$ cat src/rtl/ram_lsu_pkg.sv
// Shared definitions for the RAM load/store initiator: size codes, FSM
// state encoding, wait-counter width and small request-decoding helpers.
package ram_lsu_pkg;

    typedef enum logic [1:0] {
        SZ_BYTE = 2'b00,
        SZ_HALF = 2'b01,
        SZ_WORD = 2'b10,
        SZ_RSVD = 2'b11
    } size_e;

    typedef enum logic [1:0] {
        ST_IDLE  = 2'b00,
        ST_READ  = 2'b01,
        ST_WRITE = 2'b10,
        ST_RESP  = 2'b11
    } state_e;

    // Wide enough for a RAM hold time of 0..15 extra cycles.
    localparam int WAIT_CNT_W = 4;

    // The reserved size code behaves exactly like a full word.
    function automatic logic sizeIsWord(input logic [1:0] size);
        return size[1];
    endfunction

    // True when the access cannot be served as an aligned access.
    function automatic logic sizeMisaligned(input logic [1:0] size, input logic [1:0] lane);
        logic bad;
        bad = 1'b0;
        case (size)
            SZ_HALF: bad = lane[0];
            SZ_WORD: bad = (lane != 2'b00);
            SZ_RSVD: bad = 1'b1;
            default: bad = 1'b0;
        endcase
        return bad;
    endfunction

endpackage

$ cat src/rtl/ram_lsu_lane.sv
// Little-endian lane logic: extracts and extends a byte/half/word from a RAM
// word for loads, and merges store data into a RAM word for read-modify-write.
module ram_lsu_lane
    import ram_lsu_pkg::*;
(
    input  logic [31:0] word_i,
    input  logic [1:0]  size_i,
    input  logic        signed_i,
    input  logic [1:0]  lane_i,
    input  logic [31:0] wdata_i,
    output logic [31:0] load_o,
    output logic [31:0] merge_o
);

    logic [7:0]  byteSel;
    logic [15:0] halfSel;

    // Select the addressed lane, extend it, and build the merged store word.
    always_comb begin
        byteSel = word_i[{lane_i, 3'b000} +: 8];
        halfSel = word_i[{lane_i[1], 4'b0000} +: 16];
        load_o  = word_i;
        merge_o = wdata_i;
        case (size_i)
            SZ_BYTE: begin
                load_o  = {{24{signed_i & byteSel[7]}}, byteSel};
                merge_o = word_i;
                merge_o[{lane_i, 3'b000} +: 8] = wdata_i[7:0];
            end
            SZ_HALF: begin
                load_o  = {{16{signed_i & halfSel[15]}}, halfSel};
                merge_o = word_i;
                merge_o[{lane_i[1], 4'b0000} +: 16] = wdata_i[15:0];
            end
            default: begin
                load_o  = word_i;
                merge_o = wdata_i;
            end
        endcase
    end

endmodule

$ cat src/rtl/ram_lsu_initiator.sv
// Load/store initiator for the single-port word RAM. Converts byte-addressed
// byte/half/word requests into word accesses, using read-modify-write for
// sub-word stores. Optional build macro MISALIGN_CHECK_EN rejects misaligned
// or reserved-size requests with resp_err instead of forcing alignment.
module ram_lsu_initiator
    import ram_lsu_pkg::*;
#(
    parameter int ADDR_W      = 7,
    parameter int WAIT_CYCLES = 0
)
(
    input  logic              clock,
    input  logic              reset,
    input  logic              req_valid,
    output logic              req_ready,
    input  logic              req_write,
    input  logic [1:0]        req_size,
    input  logic              req_signed,
    input  logic [ADDR_W+1:0] req_addr,
    input  logic [31:0]       req_wdata,
    output logic              resp_valid,
    output logic [31:0]       resp_rdata,
    output logic              resp_err,
    output logic [ADDR_W-1:0] ram_addr,
    output logic [31:0]       ram_wdata,
    output logic              ram_wre,
    input  logic [31:0]       ram_rdata
);

    localparam logic [WAIT_CNT_W-1:0] WAIT_LAST = WAIT_CNT_W'(WAIT_CYCLES);

    state_e                  state_q, state_d;
    logic                    reqWrite_q, reqWrite_d;
    logic [1:0]              reqSize_q, reqSize_d;
    logic                    reqSigned_q, reqSigned_d;
    logic [ADDR_W+1:0]       reqAddr_q, reqAddr_d;
    logic [31:0]             reqWdata_q, reqWdata_d;
    logic [31:0]             rdata_q, rdata_d;
    logic [WAIT_CNT_W-1:0]   waitCnt_q, waitCnt_d;
    logic                    err_q, err_d;

    logic [31:0]             laneWord;
    logic [31:0]             laneLoad;
    logic [31:0]             laneMerge;

    // The lane unit sees live RAM data while reading, then the held word.
    assign laneWord = (state_q == ST_READ) ? ram_rdata : rdata_q;

    ram_lsu_lane u_lane (
        .word_i   (laneWord),
        .size_i   (reqSize_q),
        .signed_i (reqSigned_q),
        .lane_i   (reqAddr_q[1:0]),
        .wdata_i  (reqWdata_q),
        .load_o   (laneLoad),
        .merge_o  (laneMerge)
    );

    assign req_ready  = (state_q == ST_IDLE) && reset;
    assign resp_valid = (state_q == ST_RESP);
    assign ram_wre    = (state_q == ST_WRITE);
    assign ram_addr   = reqAddr_q[ADDR_W+1:2];
    assign ram_wdata  = (state_q == ST_WRITE) ? laneMerge : 32'h0;
    assign resp_rdata = (resp_valid && !reqWrite_q && !err_q) ? rdata_q : 32'h0;
`ifdef MISALIGN_CHECK_EN
    assign resp_err   = resp_valid && err_q;
`else
    assign resp_err   = 1'b0;
`endif

    // Next-state and datapath capture for the request sequencer.
    always_comb begin
        state_d     = state_q;
        reqWrite_d  = reqWrite_q;
        reqSize_d   = reqSize_q;
        reqSigned_d = reqSigned_q;
        reqAddr_d   = reqAddr_q;
        reqWdata_d  = reqWdata_q;
        rdata_d     = rdata_q;
        waitCnt_d   = waitCnt_q;
        err_d       = err_q;
        case (state_q)
            ST_IDLE: begin
                if (req_valid && req_ready) begin
                    reqWrite_d  = req_write;
                    reqSize_d   = req_size;
                    reqSigned_d = req_signed;
                    reqAddr_d   = req_addr;
                    reqWdata_d  = req_wdata;
                    waitCnt_d   = '0;
                    err_d       = 1'b0;
                    if (req_write && sizeIsWord(req_size)) begin
                        state_d = ST_WRITE;
                    end else begin
                        state_d = ST_READ;
                    end
`ifdef MISALIGN_CHECK_EN
                    if (sizeMisaligned(req_size, req_addr[1:0])) begin
                        err_d   = 1'b1;
                        state_d = ST_RESP;
                    end
`else
`endif
                end
            end
            ST_READ: begin
                if (waitCnt_q == WAIT_LAST) begin
                    waitCnt_d = '0;
                    rdata_d   = reqWrite_q ? ram_rdata : laneLoad;
                    state_d   = reqWrite_q ? ST_WRITE : ST_RESP;
                end else begin
                    waitCnt_d = waitCnt_q + 1'b1;
                end
            end
            ST_WRITE: state_d = ST_RESP;
            ST_RESP:  state_d = ST_IDLE;
            default:  state_d = ST_IDLE;
        endcase
    end

    // State and request registers; reset abandons any request in flight.
    always_ff @(posedge clock or negedge reset) begin
        if (!reset) begin
            state_q     <= ST_IDLE;
            reqWrite_q  <= 1'b0;
            reqSize_q   <= 2'b00;
            reqSigned_q <= 1'b0;
            reqAddr_q   <= '0;
            reqWdata_q  <= 32'h0;
            rdata_q     <= 32'h0;
            waitCnt_q   <= '0;
            err_q       <= 1'b0;
        end else begin
            state_q     <= state_d;
            reqWrite_q  <= reqWrite_d;
            reqSize_q   <= reqSize_d;
            reqSigned_q <= reqSigned_d;
            reqAddr_q   <= reqAddr_d;
            reqWdata_q  <= reqWdata_d;
            rdata_q     <= rdata_d;
            waitCnt_q   <= waitCnt_d;
            err_q       <= err_d;
        end
    end

endmodule

$ cat config.mk
export PLATFORM = sky130hd
export DESIGN_NAME = ram_lsu_initiator
export DESIGN_NICKNAME = d
export VERILOG_FILES = /design/src/rtl/ram_lsu_pkg.sv /design/src/rtl/ram_lsu_lane.sv /design/src/rtl/ram_lsu_initiator.sv
export SDC_FILE = /design/constraint.sdc
export NUM_CORES = 1
export LEC_CHECK = 0
export BUFFER_PORTS_ARGS = -buffer_cell sky130_fd_sc_hd__buf_2
export CAP_MARGIN = 20
export CORE_MARGIN = 2
export CORE_UTILIZATION = 35
export DETAILED_ROUTE_END_ITERATION = 12
export PLACE_DENSITY = 0.6
export SYNTH_ARGS = -nofsm -noshare
export SYNTH_HDL_FRONTEND = slang
export SYNTH_SLANG_ARGS = --single-unit
$ cat constraint.sdc
create_clock -name clock -period 3.38 [get_ports clock]
set_clock_uncertainty 0.2 [all_clocks]
set_input_delay 0.845 -clock clock [delete_from_list [all_inputs] [get_ports clock]]
set_output_delay 0.845 -clock clock [all_outputs]
set_load 0.01 [all_outputs]
Yosys cells after proc, flatten, opt, wreduce, memory -nomap -nowiden
Index checks and enable logic that the tools add are counted.
{ "classes": {"n_shift": 6, "eq_ne": 6, "bitwise_logic": 2, "n_reduce_logical": 13, "mux": 16, "add_sub_neg": 3} }
{ "ops": {"columns": ["operator", "n"], "rows": [
  ["two-way mux 32 bit", 4],
  ["one-hot mux 32 bit (2 select lines)", 2],
  ["bitwise mux 32 bit", 2],
  ["variable shift 16 x 7 -> 32 bit (first input constant)", 1],
  ["variable shift 8 x 7 -> 32 bit (first input constant)", 1],
  ["indexed part select 16 x 7 -> 32 bit", 1],
  ["indexed part select 32 x 6 -> 16 bit", 1],
  ["indexed part select 32 x 6 -> 8 bit", 1],
  ["indexed part select 8 x 7 -> 32 bit", 1],
  ["negation 5 -> 7 bit", 2],
  ["two-way mux 4 bit", 2],
  ["one-hot mux 2 bit (4 select lines)", 1],
  ["one-hot mux 4 bit (2 select lines)", 1],
  ["AND reduction 2 bit", 4],
  ["two-way mux 2 bit", 3],
  ["adder 4 x 1 -> 4 bit (second input constant)", 1],
  ["== test 2 x 1 -> 1 bit (second input constant)", 2],
  ["== test 2 bit (second input constant)", 2],
  ["logical AND 1 bit", 4],
  ["logical NOT 2 bit", 2],
  ["logical NOT 4 bit", 1],
  ["inequality test 2 x 1 -> 1 bit (second input constant)", 2],
  ["bitwise AND 1 bit", 2],
  ["nonzero test 2 bit", 1],
  ["2 further kinds", 2]
]} }
{ "word_totals": {"word_cells": 54, "regBits": 83, "input_bits": 80, "output_inout_bits": 75} }

Logic depth before layout (Yosys ltp)
Gate-level depths: netlist of the first run.
{ "logic_depth": {"ltp_word": 6, "mapped_depth": 9, "mapped_depth_nobuf": 6} }

Modules after synthesis
Synthesis of the first run repeated with hierarchy kept, for this count alone.
{ "unflattened": {"cells_unflattened": 660, "area_unflattened_um2": 6546.3} }
{ "by_module_without_submodules": {"columns": ["mod", "cells_per_inst", "area_per_inst_um2", "seq_area_each_um2", "n_inst"], "rows": [
  ["ram_lsu_initiator", 405, 4728.3, 2077.0, 1],
  ["ram_lsu_lane", 255, 1818.0, 0.0, 1]
]} }

Worst setup path after synthesis of the first run
No wires, ideal clock.
{ "synth_path": {"path_type": "flip-flop to output port", "from": "reg reqAddr_q[1]", "to": "out ram_wdata[0]", "path_stages_with_launch": 10, "path_slack_ps": -60, "t_required_ps": 2335, "n_path_buf": 3, "arrival_time_ps": 2395, "cell_sequence": "dfrtp_1 > buf_4 > inv_2 > clkbuf_1 > ha_1 > buf_2 > inv_1 > o31ai_1 > a22oi_1 > nor2_1"} }
{ "synth_via": {"elab_chain_cells": 5, "elab_cells_between_ends": 10, "cone_classes": "add/sub (2); shift (4); mux (4)"} }
{ "synth_lines": {"columns": ["element", "line_no", "rtl"], "rows": [
  ["start, declared", "ram_lsu_initiator.sv:36", "logic [ADDR_W+1:0] reqAddr_q, reqAddr_d;"],
  ["start signal, assigned", "ram_lsu_initiator.sv:138", "reqAddr_q <= reqAddr_d;"],
  ["negation 5 -> 7 bit (on tied branches)", "ram_lsu_lane.sv:33, ram_lsu_lane.sv:28", null],
  ["indexed part select 16 x 7 -> 32 bit (tied with other cells)", "ram_lsu_lane.sv:33", "merge_o[{lane_i[1], 4'b0000} +: 16] = wdata_i[15:0];"],
  ["bitwise mux 32 bit (on tied branches)", "ram_lsu_lane.sv:33, ram_lsu_lane.sv:28", null],
  ["one-hot mux 32 bit (2 select lines) *", "ram_lsu_lane.sv:24", "case (size_i)"],
  ["two-way mux 32 bit *", "ram_lsu_initiator.sv:63", "assign ram_wdata = (state_q == ST_WRITE) ? laneMerge : 32'h0;"],
  ["end, declared", "ram_lsu_initiator.sv:25", "output logic [31:0] ram_wdata,"]
]} }
Every way passes the cells marked *; elsewhere a longest branch is shown, timed or not.

Worst setup path in the final report of the first run
{ "layout_path": {"from": "reg state_q[1]", "to": "out ram_wdata[8]"} }
{ "layout_via": {"elab_chain_cells": 5, "elab_cells_between_ends": 7, "cone_classes": "eq/ne (2); mux (5)"} }
{ "layout_lines": {"columns": ["element", "line_no", "rtl"], "rows": [
  ["start, declared", "ram_lsu_initiator.sv:32", "state_e state_q, state_d;"],
  ["start signal, assigned", "ram_lsu_initiator.sv:134", "state_q <= state_d;"],
  ["== test 2 x 1 -> 1 bit", "ram_lsu_initiator.sv:47", "assign laneWord = (state_q == ST_READ) ? ram_rdata : rdata_q;"],
  ["two-way mux 32 bit", "ram_lsu_initiator.sv:47", null],
  ["bitwise mux 32 bit (on tied branches)", "ram_lsu_lane.sv:33, ram_lsu_lane.sv:28", null],
  ["one-hot mux 32 bit (2 select lines)", "ram_lsu_lane.sv:24", null],
  ["two-way mux 32 bit *", "ram_lsu_initiator.sv:63", null]
]} }
Marked as above.

==> run_results.csv, run 1 <==
group,metric,value,unit
route,wl_per_cell,20.01,microns
clock_tree,cts_tree,"done",
pwr,peakVddDrop,0.0004792,V
die,start_util,35.37,%
synth,synth_commonest_cells,"83 x dfrtp_1, 78 x mux2_2, 53 x nor2_1, 50 x a21oi_1, 49 x o21ai_0",
synth,syn_nets,821,
die,die_width,143.8,microns
worst_setup_path,cp_top_family,"compound AO/OA/AOI/OAI gates",
global_routing,grt_pass1_vias,6085,
route,drc,0,
synth,synth_ff_type,"dfrtp_1",
timing,slew_headroom,46.88,%
worst_setup_path,worst_path_max_delay_cell,"dfrtp_1",
hold_path,hold_path.class,"in2async",
synth,synth_edf_count,0,
synth,synth_cell_types,53,
finish,nFillCells,1919,
route,drtAntennaViolNets,0,
timing,fin_crit,3310,ps
route,drt_iter0_markers,550,
timing,period_share,97.94,%
finish,area_growth,24.90,%
timing,tightest_slew,794.5,ps
timing,finalSetupViolCount,0,
route,drt-pass1-iter-count,5,
pwr,power.total,9.491,mW
clock_tree,clk_latency,350,ps
timing,drv_slew,0,
synth,synth_top_area_share,30.38,%
worst_setup_path,cp-end-kind,"output port",
status,status,"finished, final reports clean",
global_routing,antenna_found_initial,2,
timing,whs,85.95,ps
clock_tree,cts-root-buf,"clkbuf_16",
place,gp_congestion,0.8643,
synth,netlist_instances,729,
finish,drive_gt1_share,39.49,%
die,num_rows,51,
die,ios,155,
worst_setup_path,worst_ep_required_time,2330,ps
route,vias,6477,
synth,yosysMostFrequentCell,"dfrtp_1",
die,dieArea,0.02067,sq mm
synth,synth_largest_area_cell,"dfrtp_1",
synth,synthTopCellsByArea,"dfrtp_1 30%, mux2_2 13%, mux4_2 5.3%",
finish,utilization,44.17,%
clock_tree,clkTransAtPathRegs,60,ps
clock_tree,h-tree-depth,3,
worst_setup_path,max_stage_delay,410,ps
place,dp_hpwl,16.72,mm
worst_setup_path,cp_cell_sequence,"inv_2 > ha_4 > buf_12 > mux2_2 > a221oi_1 > a211oi_2 > buf_2",
global_routing,overflow,0,
route,routed_wl,22.78,mm
worst_setup_path,critical_path_arrival,2270,ps
synth,synth.avg_cell_area,9.380,sq um
synth,ys_seq_elements,83,
synth,yosysSeqAreaShare,30.38,%
worst_setup_path,crit_path_start_kind,"flip-flop",
route,vias_per_cell,5.692,
worst_setup_path,path_buf_inv,3,
place,port_buffers,153,
place,preCtsSetupSlack,186.6,ps
die,fp.dieH,143.8,microns
worst_setup_path,crit_type,"reg2out",
timing,hold_viol_final,0,
global_routing,grt_max_degree,65,
timing,max_freq,0.3021,GHz
timing,fin_ws,69.71,ps
run,drv_cap,0,
global_routing,grt_usage,21.87,%
place,place_area,0.007906,sq mm
clock_tree,hold_buffers,0,
synth,synth-warning-count,0,
timing,rsz0062_at_grt,"yes",
clock_tree,clock_sink_count,83,
pwr,p_leak,3.757,nW
finish,design_area,0.008541,sq mm
worst_setup_path,crit_fanout,18,
pwr,pwr_density_cell,1111,mW/mm^2
global_routing,grt_pass1_wl,34.58,mm
finish,fin_nets,958,
clock_tree,cts-buffers-inserted,9,
synth,netlist_area,0.006838,sq mm
die,core_region_area,0.01933,sq mm
synth,synthArstFlopShare,100.0,%
clock_tree,cts_buffer_depth,2,
cell type report:
class	count	area, sq um	area share [%]
clock buffer	10	239.0	2.798
timing repair buffer	200	1195	13.99
tap	265	331.6	3.882
antenna	2	5.005	0.05860
clock inverter	6	112.6	1.318
inverter	22	85.08	0.9962
sequential	83	2078	24.33
multi-input combinational	550	4494	52.62
power breakdown:
group	switching (mW)	internal (mW)	leakage, nW	total (mW)
Clock	0.434	0.744	0.173	1.18
Combinational	3.34	2.88	2.60	6.22
Sequential	0.598	1.49	0.986	2.09
cell families after synthesis:
| family | after synthesis | share of synthesized area (%) |
|---|---|---|
| mux | 121 | 22.31 |
| fa+ha+maj | 12 | 2.196 |
| other cells | 1 | 0.05484 |
| flops | 83 | 30.38 |
| simple gates | 180 | 14.91 |
| buf+inv | 96 | 6.551 |
| compound gates | 236 | 23.60 |
timing repair:
action                     in CTS  in global routing
gates resized for setup         4                 30
setup endpoints to repair      32                 24
setup buffers                   5                  8
pin swaps                       0                  4
cell usage in the layout (no fill, tap or decap), types with 4 or more instances in the layout:
cell	synthesis	routed
mux2_2	78	78
nand2b_1	4	4
buf_2	22	152
mux4_2	16	16
mux2i_1	26	18
and2_1	41	41
nand2_1	26	26
o221ai_1	7	7
o2bb2ai_1	8	8
nor2_1	53	53
clkbuf_16	0	9
a211oi_1	16	14
a221oi_1	31	28
mux2i_2	0	5
nand3b_1	14	14
nand3_1	5	4
a21oi_1	50	49
a22oi_1	8	8
buf_12	0	5
inv_1	20	18
a21o_1	8	8
a221oi_2	2	5
a311o_1	9	9
ha_1	12	9
o21bai_1	8	8
dfrtp_1	83	82
o21a_1	9	9
o22ai_1	17	17
and3b_1	9	9
buf_4	14	40
a31oi_1	7	7
o21ai_0	49	49
nor2b_1	13	13
sequential cells by signal (all words and copies together), names as in the netlist:
register / count
rdata_q: 32
reqAddr_q: 9
reqSigned_q: 1
reqSize_q: 2
reqWdata_q: 32
reqWrite_q: 1
state_q: 2
waitCnt_q: 4
per-stage QoR:
stage / setup TNS, ps / instances
2_1_floorplan: 0 / 729
3_3_place_gp: 0 / 1107
3_5_place_dp: 0 / 1107
4_1_cts: 0 / 1128
5_1_grt: -58.90 / 1137
6_report: 0 / 1138
metal layers:
| metal | track usage (%) | routed length (microns) | vias to the layer above |
|---|---|---|---|
| met5 | 0 | 0 | - |
| met4 | 5.676 | 366 | 0 |
| met3 | 5.065 | 1674 | 29 |
| met2 | 37.29 | 11320 | 252 |
| met1 | 27.91 | 9420 | 3186 |
| li1 | - | - | 3010 |
final timing paths:
path | to | from | cells after the start | slack (ps)
setup / recovery | ram_wdata[8] | state_q[1] | 7 | 70
setup reg to reg | rdata_q[7] | reqAddr_q[1] | 5 | 660
max in group asynchronous | reqWdata_q[5] | reset | 2 | 1960
min in group clock | reqWdata_q[30] | reqWdata_q[30] | 1 | 300
hold / removal | rdata_q[16] | reset | 1 | 90
hold reg to reg | reqWdata_q[30] | reqWdata_q[30] | 1 | 300
No activity file was read; power rests on OpenSTA's default activity.
==> run 2: changes to the inputs <==
--- a/config.mk
+++ b/config.mk
@@ -10,7 +10,7 @@
 export CORE_MARGIN = 2
 export CORE_UTILIZATION = 35
 export DETAILED_ROUTE_END_ITERATION = 12
-export PLACE_DENSITY = 0.6
+export PLACE_DENSITY = 0.58
 export SYNTH_ARGS = -nofsm -noshare
 export SYNTH_HDL_FRONTEND = slang
 export SYNTH_SLANG_ARGS = --single-unit
==> constraint.sdc (replaced) <==
create_clock -name clock -period 3.4 [get_ports clock]
set_clock_uncertainty 0.2 [all_clocks]
set_input_delay 0.85 -clock clock [delete_from_list [all_inputs] [get_ports clock]]
set_output_delay 0.85 -clock clock [all_outputs]
set_load 0.01 [all_outputs]
==> run_results.csv, run 2 (synthesized netlist as in run 1, its figures left out) <==
group,metric,value,unit
status,status,"finished, final reports clean",
clock_tree,cts-buffers-inserted,9,
route,routed_wl,22.61,mm
timing,timing.setup.tns,0,ps
hold_path,min_from,"reqAddr_q[8]",
global_routing,grt_pass1_wl,34.00,mm
route,drt_iter0_markers,450,
timing,period_share,97.10,%
die,fp.dieH,143.8,microns
pwr,pwr_density_cell,1087,mW/mm^2
finish,final_common_cell,"buf_2",
timing,max_freq,0.3029,GHz
worst_setup_path,max_stage_delay,400,ps
place,place_area,0.007889,sq mm
worst_setup_path,crit_path_start_kind,"flip-flop",
worst_setup_path,worst_path_max_delay_cell,"dfrtp_1",
global_routing,grt_max_degree,65,
finish,design_area,0.008346,sq mm
clock_tree,cts_tree,"done",
hold_path,hold_path.class,"reg2reg",
worst_setup_path,worst_ep_required_time,2350,ps
timing,fin_crit,3302,ps
die,ios,155,
global_routing,grt_usage,21.53,%
clock_tree,clk_latency,360,ps
die,start_util,35.37,%
die,core_region_area,0.01933,sq mm
worst_setup_path,cp-end-kind,"output port",
worst_setup_path,crit_type,"reg2out",
timing,drv_slew,0,
route,wl_per_cell,20.12,microns
hold_path,whs_path_depth,1,
clock_tree,cts_buffer_depth,2,
finish,area_growth,22.05,%
timing,slew_headroom,46.34,%
clock_tree,clock_sink_count,83,
route,drtAntennaViolNets,0,
route,vias_per_cell,5.731,
run,drv_cap,0,
worst_setup_path,critPathLaunch,"reqAddr_q[0]",
finish,layout_common_cells,"152 x buf_2, 82 x dfrtp_1, 78 x mux2_2",
global_routing,antenna_found_initial,0,
timing,hold_viol_final,0,
finish,fin_nets,946,
timing,finalSetupViolCount,0,
place,gp_congestion,0.8942,
worst_setup_path,regToRegStartpoint,"reqAddr_q[1]",
clock_tree,h-tree-depth,3,
finish,num_antenna_cells,0,
clock_tree,cts-root-buf,"clkbuf_16",
pwr,peakVddDrop,0.0004317,V
clock_tree,hold_buffers,0,
route,drc,0,
route,vias,6442,
worst_setup_path,cp.depth,8,
worst_setup_path,path_buf_inv,3,
finish,top_regs,"rdata_q: 32 flops, reqWdata_q: 32 flops, reqAddr_q: 9 flops",
pwr,power.total,9.074,mW
global_routing,overflow,0,
die,num_rows,51,
clock_tree,clkTransAtPathRegs,70,ps
place,port_buffers,153,
worst_setup_path,critical_path_arrival,2250,ps
global_routing,grt_pass1_vias,5988,
timing,tightest_slew,802.6,ps
place,dp_hpwl,16.46,mm
worst_setup_path,worstRegToRegCells,5,
worst_setup_path,crit_fanout,8,
route,drt-pass1-iter-count,5,
die,die_width,143.8,microns
timing,whs,299.1,ps
worst_setup_path,cp_cell_sequence,"inv_2 > ha_4 > nor4bb_2 > buf_4 > a221oi_1 > a21o_1 > a21oi_1 > buf_2",
worst_setup_path,cp_top_family,"buffers and inverters",
die,dieArea,0.02067,sq mm
timing,fin_ws,98.45,ps
place,preCtsSetupSlack,297.9,ps
finish,drive_gt1_share,38.77,%
pwr,p_leak,3.657,nW
## run 2: cell types whose count changed in the layout (fill, tap and decap cells not counted), sizes merged
cell | before | now
clkinvlp | 0 | 1
buf | 200 | 187
inv | 21 | 23
bufinv | 3 | 0
clkinv | 4 | 5
diode | 2 | 0
## run 2: what timing repair did
| item | CTS | global route |
|---|---|---|
| pin swaps | 2 | 2 |
| endpoints found under the setup margin | 23 | 31 |
| cloned | 0 | 1 |
| buffers inserted | 1 | 3 |
| resized for setup | 2 | 25 |
## run 2: power by group
part | total [mW] | switching (mW) | internal, mW
Combinational | 6.05 | 3.28 | 2.76
Clock | 0.961 | 0.461 | 0.501
Sequential | 2.07 | 0.581 | 1.49
Total | 9.07 | 4.33 | 4.75
## run 2: stage by stage
| stage | cells | util [%] |
|---|---|---|
| 2_1_floorplan | 729 | - |
| 4_1_cts | 1120 | 42.33 |
| 6_report | 1124 | 43.16 |
| 5_1_grt | 1124 | 43.16 |
| 3_3_place_gp | 1103 | 40.80 |
| 3_5_place_dp | 1103 | 40.80 |
## run 2: worst paths after layout
kind | endpoint | slack, ps
max | ram_wdata[31] | 100
min | reqAddr_q[8] | 300
max reg2reg | rdata_q[12] | 700
min reg2reg | reqAddr_q[8] | 300
max in group asynchronous | reqAddr_q[1] | 2120
min in group asynchronous | waitCnt_q[1] | 380
## run 2: layout make-up
type                            instances  area [sq um]
Timing Repair Buffer                  188          1119
Inverter                               22         85.08
Sequential cell                        83          2078
Tap cell                              265         331.6
Clock buffer                            9         225.2
Multi-Input combinational cell        550          4454
Clock inverter                          7         52.55
Fill cell                            1928         10990
## run 2: layer usage
layer  GRT usage [%]  up-vias  wire, microns
met3           4.565       30           1463
met1           29.50     3172          10090
met2           34.34      256          10650
met5               0        -              0
met4           6.192        0            411
li1                -     2984              -
